File: src/rtl/vqueue_fill_pkg.sv
// Shared definitions for the video queue write-side fill engine:
// FSM encoding, queue refill threshold and default framebuffer geometry.
package vqueue_fill_pkg;

   typedef enum logic [1:0] {
      ST_IDLE = 2'd0,
      ST_REQ  = 2'd1,
      ST_DATA = 2'd2
   } fill_state_t;

   // Queue reports AlmostEmpty below this many words
   localparam int AE_THRESHOLD  = 32;
   // 1024x768 at 1 bpp packed into 32-bit words
   localparam int DEF_FB_WORDS  = 24576;
   // Words per memory read burst
   localparam int DEF_BURST_LEN = 8;

endpackage

File: src/rtl/vqueue_fill.sv
// Write-side engine of the video queue. Fetches framebuffer words in fixed
// bursts whenever the queue runs low, walks the frame linearly, wraps at end
// of frame and re-syncs to the base address on a frame-start pulse.
module vqueue_fill
   import vqueue_fill_pkg::*;
#(
   parameter int                    addr_width = 24,
   parameter logic [addr_width-1:0] fb_base    = {addr_width{1'b0}},
   parameter int                    fb_words   = DEF_FB_WORDS,
   parameter int                    burst_len  = DEF_BURST_LEN
) (
   input  logic                  clk,
   input  logic                  reset,
   input  logic                  enable,
   input  logic                  frame_start,
   input  logic                  q_almost_empty,
   output logic                  q_wren,
   output logic [31:0]           q_data,
   output logic                  mem_req,
   output logic [addr_width-1:0] mem_addr,
   input  logic                  mem_ack,
   input  logic                  mem_rvalid,
   input  logic [31:0]           mem_rdata,
   output logic                  busy
);

   localparam int                    BEAT_W      = $clog2(burst_len);
   localparam logic [addr_width-1:0] BURST_INC   = addr_width'(burst_len);
   localparam logic [addr_width-1:0] FRAME_WORDS = addr_width'(fb_words);
   localparam logic [BEAT_W-1:0]     LAST_BEAT   = BEAT_W'(burst_len - 1);
   localparam logic [BEAT_W-1:0]     BEAT_ONE    = BEAT_W'(1'b1);

   fill_state_t           state_r;
   fill_state_t           state_s;
   logic [addr_width-1:0] fetch_addr_r;
   logic [addr_width-1:0] word_cnt_r;
   logic [BEAT_W-1:0]     beat_cnt_r;
   logic                  restart_pend_r;
   logic                  mem_req_r;
   logic                  busy_r;
   logic                  q_wren_r;
   logic [31:0]           q_data_r;

   logic                  restart_s;
   logic                  beat_s;
   logic                  last_beat_s;
   logic [addr_width-1:0] addr_sum_s;
   logic [addr_width-1:0] word_sum_s;

   // Next-state decode; a frame start seen in IDLE restarts immediately so
   // no request is ever launched from a stale address.
   always_comb begin
      state_s     = state_r;
      restart_s   = 1'b0;
      beat_s      = 1'b0;
      last_beat_s = 1'b0;
      addr_sum_s  = fetch_addr_r + BURST_INC;
      word_sum_s  = word_cnt_r + BURST_INC;
      case (state_r)
         ST_IDLE: begin
            if (restart_pend_r || frame_start) begin
               restart_s = 1'b1;
               state_s   = ST_IDLE;
            end else if (enable && q_almost_empty) begin
               state_s = ST_REQ;
            end else begin
               state_s = ST_IDLE;
            end
         end
         ST_REQ: begin
            if (mem_ack) begin
               state_s = ST_DATA;
            end else begin
               state_s = ST_REQ;
            end
         end
         ST_DATA: begin
            if (mem_rvalid) begin
               beat_s = 1'b1;
               if (beat_cnt_r == LAST_BEAT) begin
                  last_beat_s = 1'b1;
                  state_s     = ST_IDLE;
               end else begin
                  state_s = ST_DATA;
               end
            end else begin
               state_s = ST_DATA;
            end
         end
         default: begin
            state_s = ST_IDLE;
         end
      endcase
   end

   // FSM state register and registered handshake/status outputs
   always_ff @(posedge clk) begin
      if (reset) begin
         state_r   <= ST_IDLE;
         mem_req_r <= 1'b0;
         busy_r    <= 1'b0;
      end else begin
         state_r   <= state_s;
         mem_req_r <= (state_s == ST_REQ);
         busy_r    <= (state_s != ST_IDLE);
      end
   end

   // Restart flag: armed by frame_start in any state, consumed in IDLE
   always_ff @(posedge clk) begin
      if (reset) begin
         restart_pend_r <= 1'b0;
      end else if (restart_s) begin
         restart_pend_r <= 1'b0;
      end else if (frame_start) begin
         restart_pend_r <= 1'b1;
      end else begin
         restart_pend_r <= restart_pend_r;
      end
   end

   // Fetch address and frame word counter, advanced once per completed burst
   always_ff @(posedge clk) begin
      if (reset || restart_s) begin
         fetch_addr_r <= fb_base;
         word_cnt_r   <= {addr_width{1'b0}};
      end else if (last_beat_s) begin
         if (word_sum_s == FRAME_WORDS) begin
            fetch_addr_r <= fb_base;
            word_cnt_r   <= {addr_width{1'b0}};
         end else begin
            fetch_addr_r <= addr_sum_s;
            word_cnt_r   <= word_sum_s;
         end
      end else begin
         fetch_addr_r <= fetch_addr_r;
         word_cnt_r   <= word_cnt_r;
      end
   end

   // Beat counter: cleared while requesting, counts accepted beats in DATA
   always_ff @(posedge clk) begin
      if (reset || (state_r == ST_REQ)) begin
         beat_cnt_r <= {BEAT_W{1'b0}};
      end else if (beat_s) begin
         beat_cnt_r <= beat_cnt_r + BEAT_ONE;
      end else begin
         beat_cnt_r <= beat_cnt_r;
      end
   end

   // Queue write path: one registered stage from accepted beat to WrEn/Data
   always_ff @(posedge clk) begin
      if (reset) begin
         q_wren_r <= 1'b0;
         q_data_r <= 32'h0;
      end else if (beat_s) begin
         q_wren_r <= 1'b1;
         q_data_r <= mem_rdata;
      end else begin
         q_wren_r <= 1'b0;
         q_data_r <= q_data_r;
      end
   end

   assign mem_req  = mem_req_r;
   assign mem_addr = fetch_addr_r;
   assign busy     = busy_r;
   assign q_wren   = q_wren_r;
   assign q_data   = q_data_r;

endmodule

File: config.mk
export PLATFORM = sky130hd
export DESIGN_NAME = vqueue_fill
export DESIGN_NICKNAME = d
export VERILOG_FILES = /design/src/rtl/vqueue_fill_pkg.sv /design/src/rtl/vqueue_fill.sv
export SDC_FILE = /design/constraint.sdc
export NUM_CORES = 1
export LEC_CHECK = 0
export BUFFER_PORTS_ARGS = -buffer_cell sky130_fd_sc_hd__clkbuf_2
export CAP_MARGIN = 20
export CORE_AREA = 3 3 88 90
export DETAILED_ROUTE_END_ITERATION = 8
export DIE_AREA = 0 0 91 93
export PLACE_DENSITY = 0.83
export SYNTH_ARGS = -nofsm -noshare
export SYNTH_HDL_FRONTEND = slang
export SYNTH_SLANG_ARGS = --single-unit
export TNS_END_PERCENT = 1
File: constraint.sdc
create_clock -name clk -period 3.6 [get_ports clk]
set_clock_uncertainty 0.05 [all_clocks]
set_input_delay 0.72 -clock clk [delete_from_list [all_inputs] [get_ports clk]]
set_output_delay 0.72 -clock clk [all_outputs]
set_load 0.05 [all_outputs]
Yosys cells after proc, flatten, opt, wreduce, memory -nomap -nowiden
Index checks and enable logic that the tools add are counted.
Widths: inputs -> output; s select.

word-level totals
  register bits after elaboration = 89
  input bits = 39
  output and inout bits = 59
  word-level logic and storage cells = 40

cells by class
  add/sub/neg operators = 3
  eq/ne operators = 5
  multiplexer cells = 16
  reductions and logical operators = 7

operators with widths
  kind                   number
  $add 24x4->24 const B  2
  $mux 24                2
  $eq 24x15->1 const B   1
  $mux 1                 10
  $mux 2                 3
  $pmux 2 s3             1
  $eq 2x1->1 const B     2
  $add 3x1->3 const B    1
  $eq 3x3->1 const B     1
  $logic_or 1x1->1       3
  $eq 2x2->1 const B     1
  $logic_not 2->1        1
  $reduce_bool 2->1      1
  $reduce_or 2->1        1
  $logic_and 1x1->1      1

Longest topological paths before layout
  depth in word-level cells = 5
  gate-level depth with buffers = 9
  depth with buffers taken out = 8

Least setup slack after synthesis
No wires, ideal clock.

  kind = flip-flop to flip-flop
  start point = register word_cnt_r[3]
  end point = register fetch_addr_r[17] (netlist: mem_addr[17])
  library setup time = 0.147 ns
  data arrival time = 2.106 ns
  data required time = 3.403 ns
  slack = 1.298 ns
  cell stages (with the launch flop) = 9
  buffers on the path = 1
  clock period less this slack = 2.302 ns
  cell sequence = dfxtp_1 > ha_1 > nand4_1 > nor4_4 > and4bb_2 > nor3_1 > nor4_4 > buf_6 > a211oi_2

between the ends
  word-level cells in the longest chain between the ends = 3

ends and longest elaborated chain
  element                 line                source
  start, declared         vqueue_fill.sv:36   logic [addr_width-1:0] word_cnt_r;
  start signal, assigned  vqueue_fill.sv:126  word_cnt_r <= {addr_width{1'b0}};
  start signal, assigned  vqueue_fill.sv:130  word_cnt_r <= {addr_width{1'b0}};
  start signal, assigned  vqueue_fill.sv:133  word_cnt_r <= word_sum_s;
  $add 24x4->24           vqueue_fill.sv:58   word_sum_s = word_cnt_r + BURST_INC;
  $eq 24x15->1            vqueue_fill.sv:128  if (word_sum_s == FRAME_WORDS) begin
  $mux 24                 vqueue_fill.sv:128
  end signal, assigned    vqueue_fill.sv:129  fetch_addr_r <= fb_base;
  end signal, assigned    vqueue_fill.sv:132  fetch_addr_r <= addr_sum_s;
  end signal, assigned    vqueue_fill.sv:136  fetch_addr_r <= fetch_addr_r;
  end, declared           vqueue_fill.sv:35   logic [addr_width-1:0] fetch_addr_r;

No other way between the ends.
A chain may end at the register's enable or synchronous reset.

Final worst setup path
  start point = register word_cnt_r[5]
  end point = register fetch_addr_r[7] (netlist: mem_addr[7])

The elaborated chain is that of the path after synthesis.

==> impl_metrics.json <==
{
  "outcome": "finished, final reports clean",
  "grt_pass1_wl_mm": 15.8,
  "htreeDepth": 3,
  "avgSynthCellArea_um2": 8.46,
  "drt-total-wl_mm": 9.34,
  "postCtsHoldBufs": 0,
  "yosys_warnings": 0,
  "synth_top_area_share_pct": 41.5,
  "track_usage_pct": 22.4,
  "grt_antenna_before_repair": 0,
  "grt_pass1_vias": 3547,
  "cts.path.max_buffers": 2,
  "timing.final.crit_share_pct": 81.0,
  "cts_made_buffers": 9,
  "slowest_stage": "or4_4",
  "synthCells": 473,
  "hold_ws_ns": 0.409,
  "cts_setup_buffers": 0,
  "crit_path_max_incr_delay_ns": 0.67,
  "hpwl_mm": 6.57,
  "powerDensity_mw_per_mm2": 379,
  "insertion_delay_ns": 0.35,
  "cap_violations": 0,
  "cp_num_buf_inv": 1,
  "r2r_slack_ns": 0.69,
  "synth_edf_count": 0,
  "relSlewSlack_pct": 59.9,
  "slew_violations": 0,
  "cts_resized": 0,
  "fin_setup_tns_ns": 0,
  "drtAntennaViolNets": 0,
  "worst_ep_required_time_ns": 3.77,
  "clk_pin_slew_ns": 0.09,
  "synthArstFlopShare_pct": 0,
  "gp_congestion": 0.895,
  "grt_max_degree": 41,
  "cts_tree": "yes",
  "setup_viol": 0,
  "crit-reg2reg-launch": "word_cnt_r[5]$_SDFFE_PP0P_",
  "max_slew.worst_pin.slew_ns": 0.602,
  "die_area_mm2": 0.00846,
  "ys_ff_latch": 83,
  "cts-root-buf": "clkbuf_8",
  "port_buffers": 94,
  "synth-seq-area-share_pct": 41.5,
  "rsz0062_at_grt": "false",
  "fmax_mhz": 343,
  "nNetsFinal": 592,
  "setup_ws_ns": 0.685,
  "drt_iter0_markers": 191,
  "core-area_mm2": 0.00714,
  "rows": 31,
  "finalHoldViolations": 0,
  "pin_count": 98,
  "worst_setup_path_end_kind": "flop",
  "path_max_fanout": 20,
  "synth_most_common_cell": "nand2_1",
  "power_leakage_nw": 1.72,
  "crit_type": "reg -> reg",
  "holdPathStages": 2,
  "timing.rr.end": "mem_addr[7]$_SDFFE_PP0P_",
  "final_cell_area_mm2": 0.00471,
  "hp-class": "reg -> reg",
  "crit_chain": "nand3_1 > or4_4 > nor4_4 > o221ai_2 > nor4_4 > buf_4 > a211oi_2",
  "cpLargestDelayFamily": "simple AND/OR/NAND/NOR gates",
  "synth_top_cell_by_area": "dfxtp_1",
  "crit_start": "word_cnt_r[5]$_SDFFE_PP0P_",
  "whs_endpoint": "q_data[19]$_SDFFE_PP0P_",
  "cts_sinks": 83,
  "ys_top_cells_by_area": "dfxtp_1 42%, nand2_1 8.4%, a211oi_2 5.0%",
  "grt-ovfl-total": 0,
  "r2r_cells": 7,
  "ys_top_cells_by_count": "90 x nand2_1, 83 x dfxtp_1, 40 x a21oi_1, 37 x nor2_1",
  "route.detailed.drc": 0,
  "areaGrowthSynthToFinish_pct": 17.6,
  "wl_per_cell_um": 14.3,
  "antennaDiodeCount": 0,
  "dp_worst_setup_slack_ns": 0.721,
  "drive_gt1_share_pct": 27.4,
  "netlist_area_mm2": 0.00400,
  "hp-start": "q_data[19]$_SDFFE_PP0P_",
  "setup.worst_path.start_class": "flop",
  "dpl-instance-area_mm2": 0.00447,
  "die_h_um": 93,
  "ys_types": 52,
  "ys.flop_type": "dfxtp_1",
  "avgViaCountPerCell": 5.57,
  "firstDrtPassIters": 4,
  "fin_crit_ns": 2.91,
  "fillers": 619,
  "cpMostUsedCell": "nor4_4",
  "die_x_um": 91,
  "initial_core_util_pct": 56.0,
  "num_vias": 3639,
  "ir_drop_uv": 234,
  "critical_path_arrival_ns": 3.08
}
==> worst min-delay path, cell delays in order, from the launching register on <==
cell     delay [ns]
dfxtp_1        0.32
nand2_1        0.05
a21oi_1        0.05
==> through the flow <==
stage	util [%]	power (W)	instances
6_report	65.9	0.00178	653
5_1_grt	65.9	0.00184	653
4_1_cts	65.9	0.00180	653
3_5_place_dp	62.7	0.00104	637
3_3_place_gp	62.7	0.00104	637
2_1_floorplan	-	0.00101	475
==> worst max-delay path by stage <==
| stage | end | slack [ns] | cells after the start |
|---|---|---|---|
| floorplan | mem_addr[17]$_SDFFE_PP0P_ | 1.30 | 8 |
| global placement | mem_addr[18]$_SDFFE_PP0P_ | 0.86 | 7 |
| detailed placement | mem_addr[12]$_SDFFE_PP0P_ | 0.72 | 7 |
| CTS | mem_addr[7]$_SDFFE_PP0P_ | 0.72 | 7 |
| global route | mem_addr[23]$_SDFFE_PP0P_ | 0.54 | 7 |
| finish | mem_addr[7]$_SDFFE_PP0P_ | 0.69 | 7 |
==> sequential cells by signal, summed over array words and instances, names as in the netlist <==
| name | flops |
|---|---|
| restart_pend_r | 1 |
| q_wren | 1 |
| mem_req | 1 |
| q_data | 32 |
| mem_addr | 21 |
| word_cnt_r | 21 |
| beat_cnt_r | 3 |
| busy | 1 |
| state_r | 2 |
==> placed cells by master (no fill, tap or decap), types with 16 or more instances in the layout <==
master	count
dfxtp_1	83
nor2_1	36
clkbuf_2	94
xor2_1	21
xnor2_1	21
nor3_1	21
nand3_1	17
nand2_1	90
a21oi_1	40
a211oi_2	16
==> layout make-up <==
type                       count  area [um2]  share of cell area (%)
multi-input combinational    350        2150                    45.8
sequential                    83        1660                    35.3
timing repair buffer         100         515                    11.0
clock buffer                  10         138                    2.92
tap                           99         124                    2.63
clock inverter                 6        93.8                    1.99
inverter                       5        18.8                   0.399
==> where the power goes <==
part	switching (W)	internal, W	total (W)
Combinational	0.0000622	0.0000261	0.0000883
Clock	0.000349	0.000417	0.000766
Sequential	0.00000442	0.000923	0.000928
Total	0.000415	0.00137	0.00178
==> metal layers <==
layer | vias to the layer above | wire length (um) | track usage, %
met5 | - | 0 | 0
met1 | 1706 | 3920 | 26.5
li1 | 1788 | - | -
met3 | 20 | 794 | 7.40
met2 | 125 | 4460 | 38.1
met4 | 0 | 163 | 8.17
==> cell families after synthesis <==
logic type,share of synthesized area [%]
simple gates,28.2
flops,41.5
compound gates,14.3
xor+xnor,9.20
buf+inv,4.85
fa+ha+maj,1.25
mux,0.500
other cells,0.0937
Note: power is estimated with default switching activity, not from simulation.
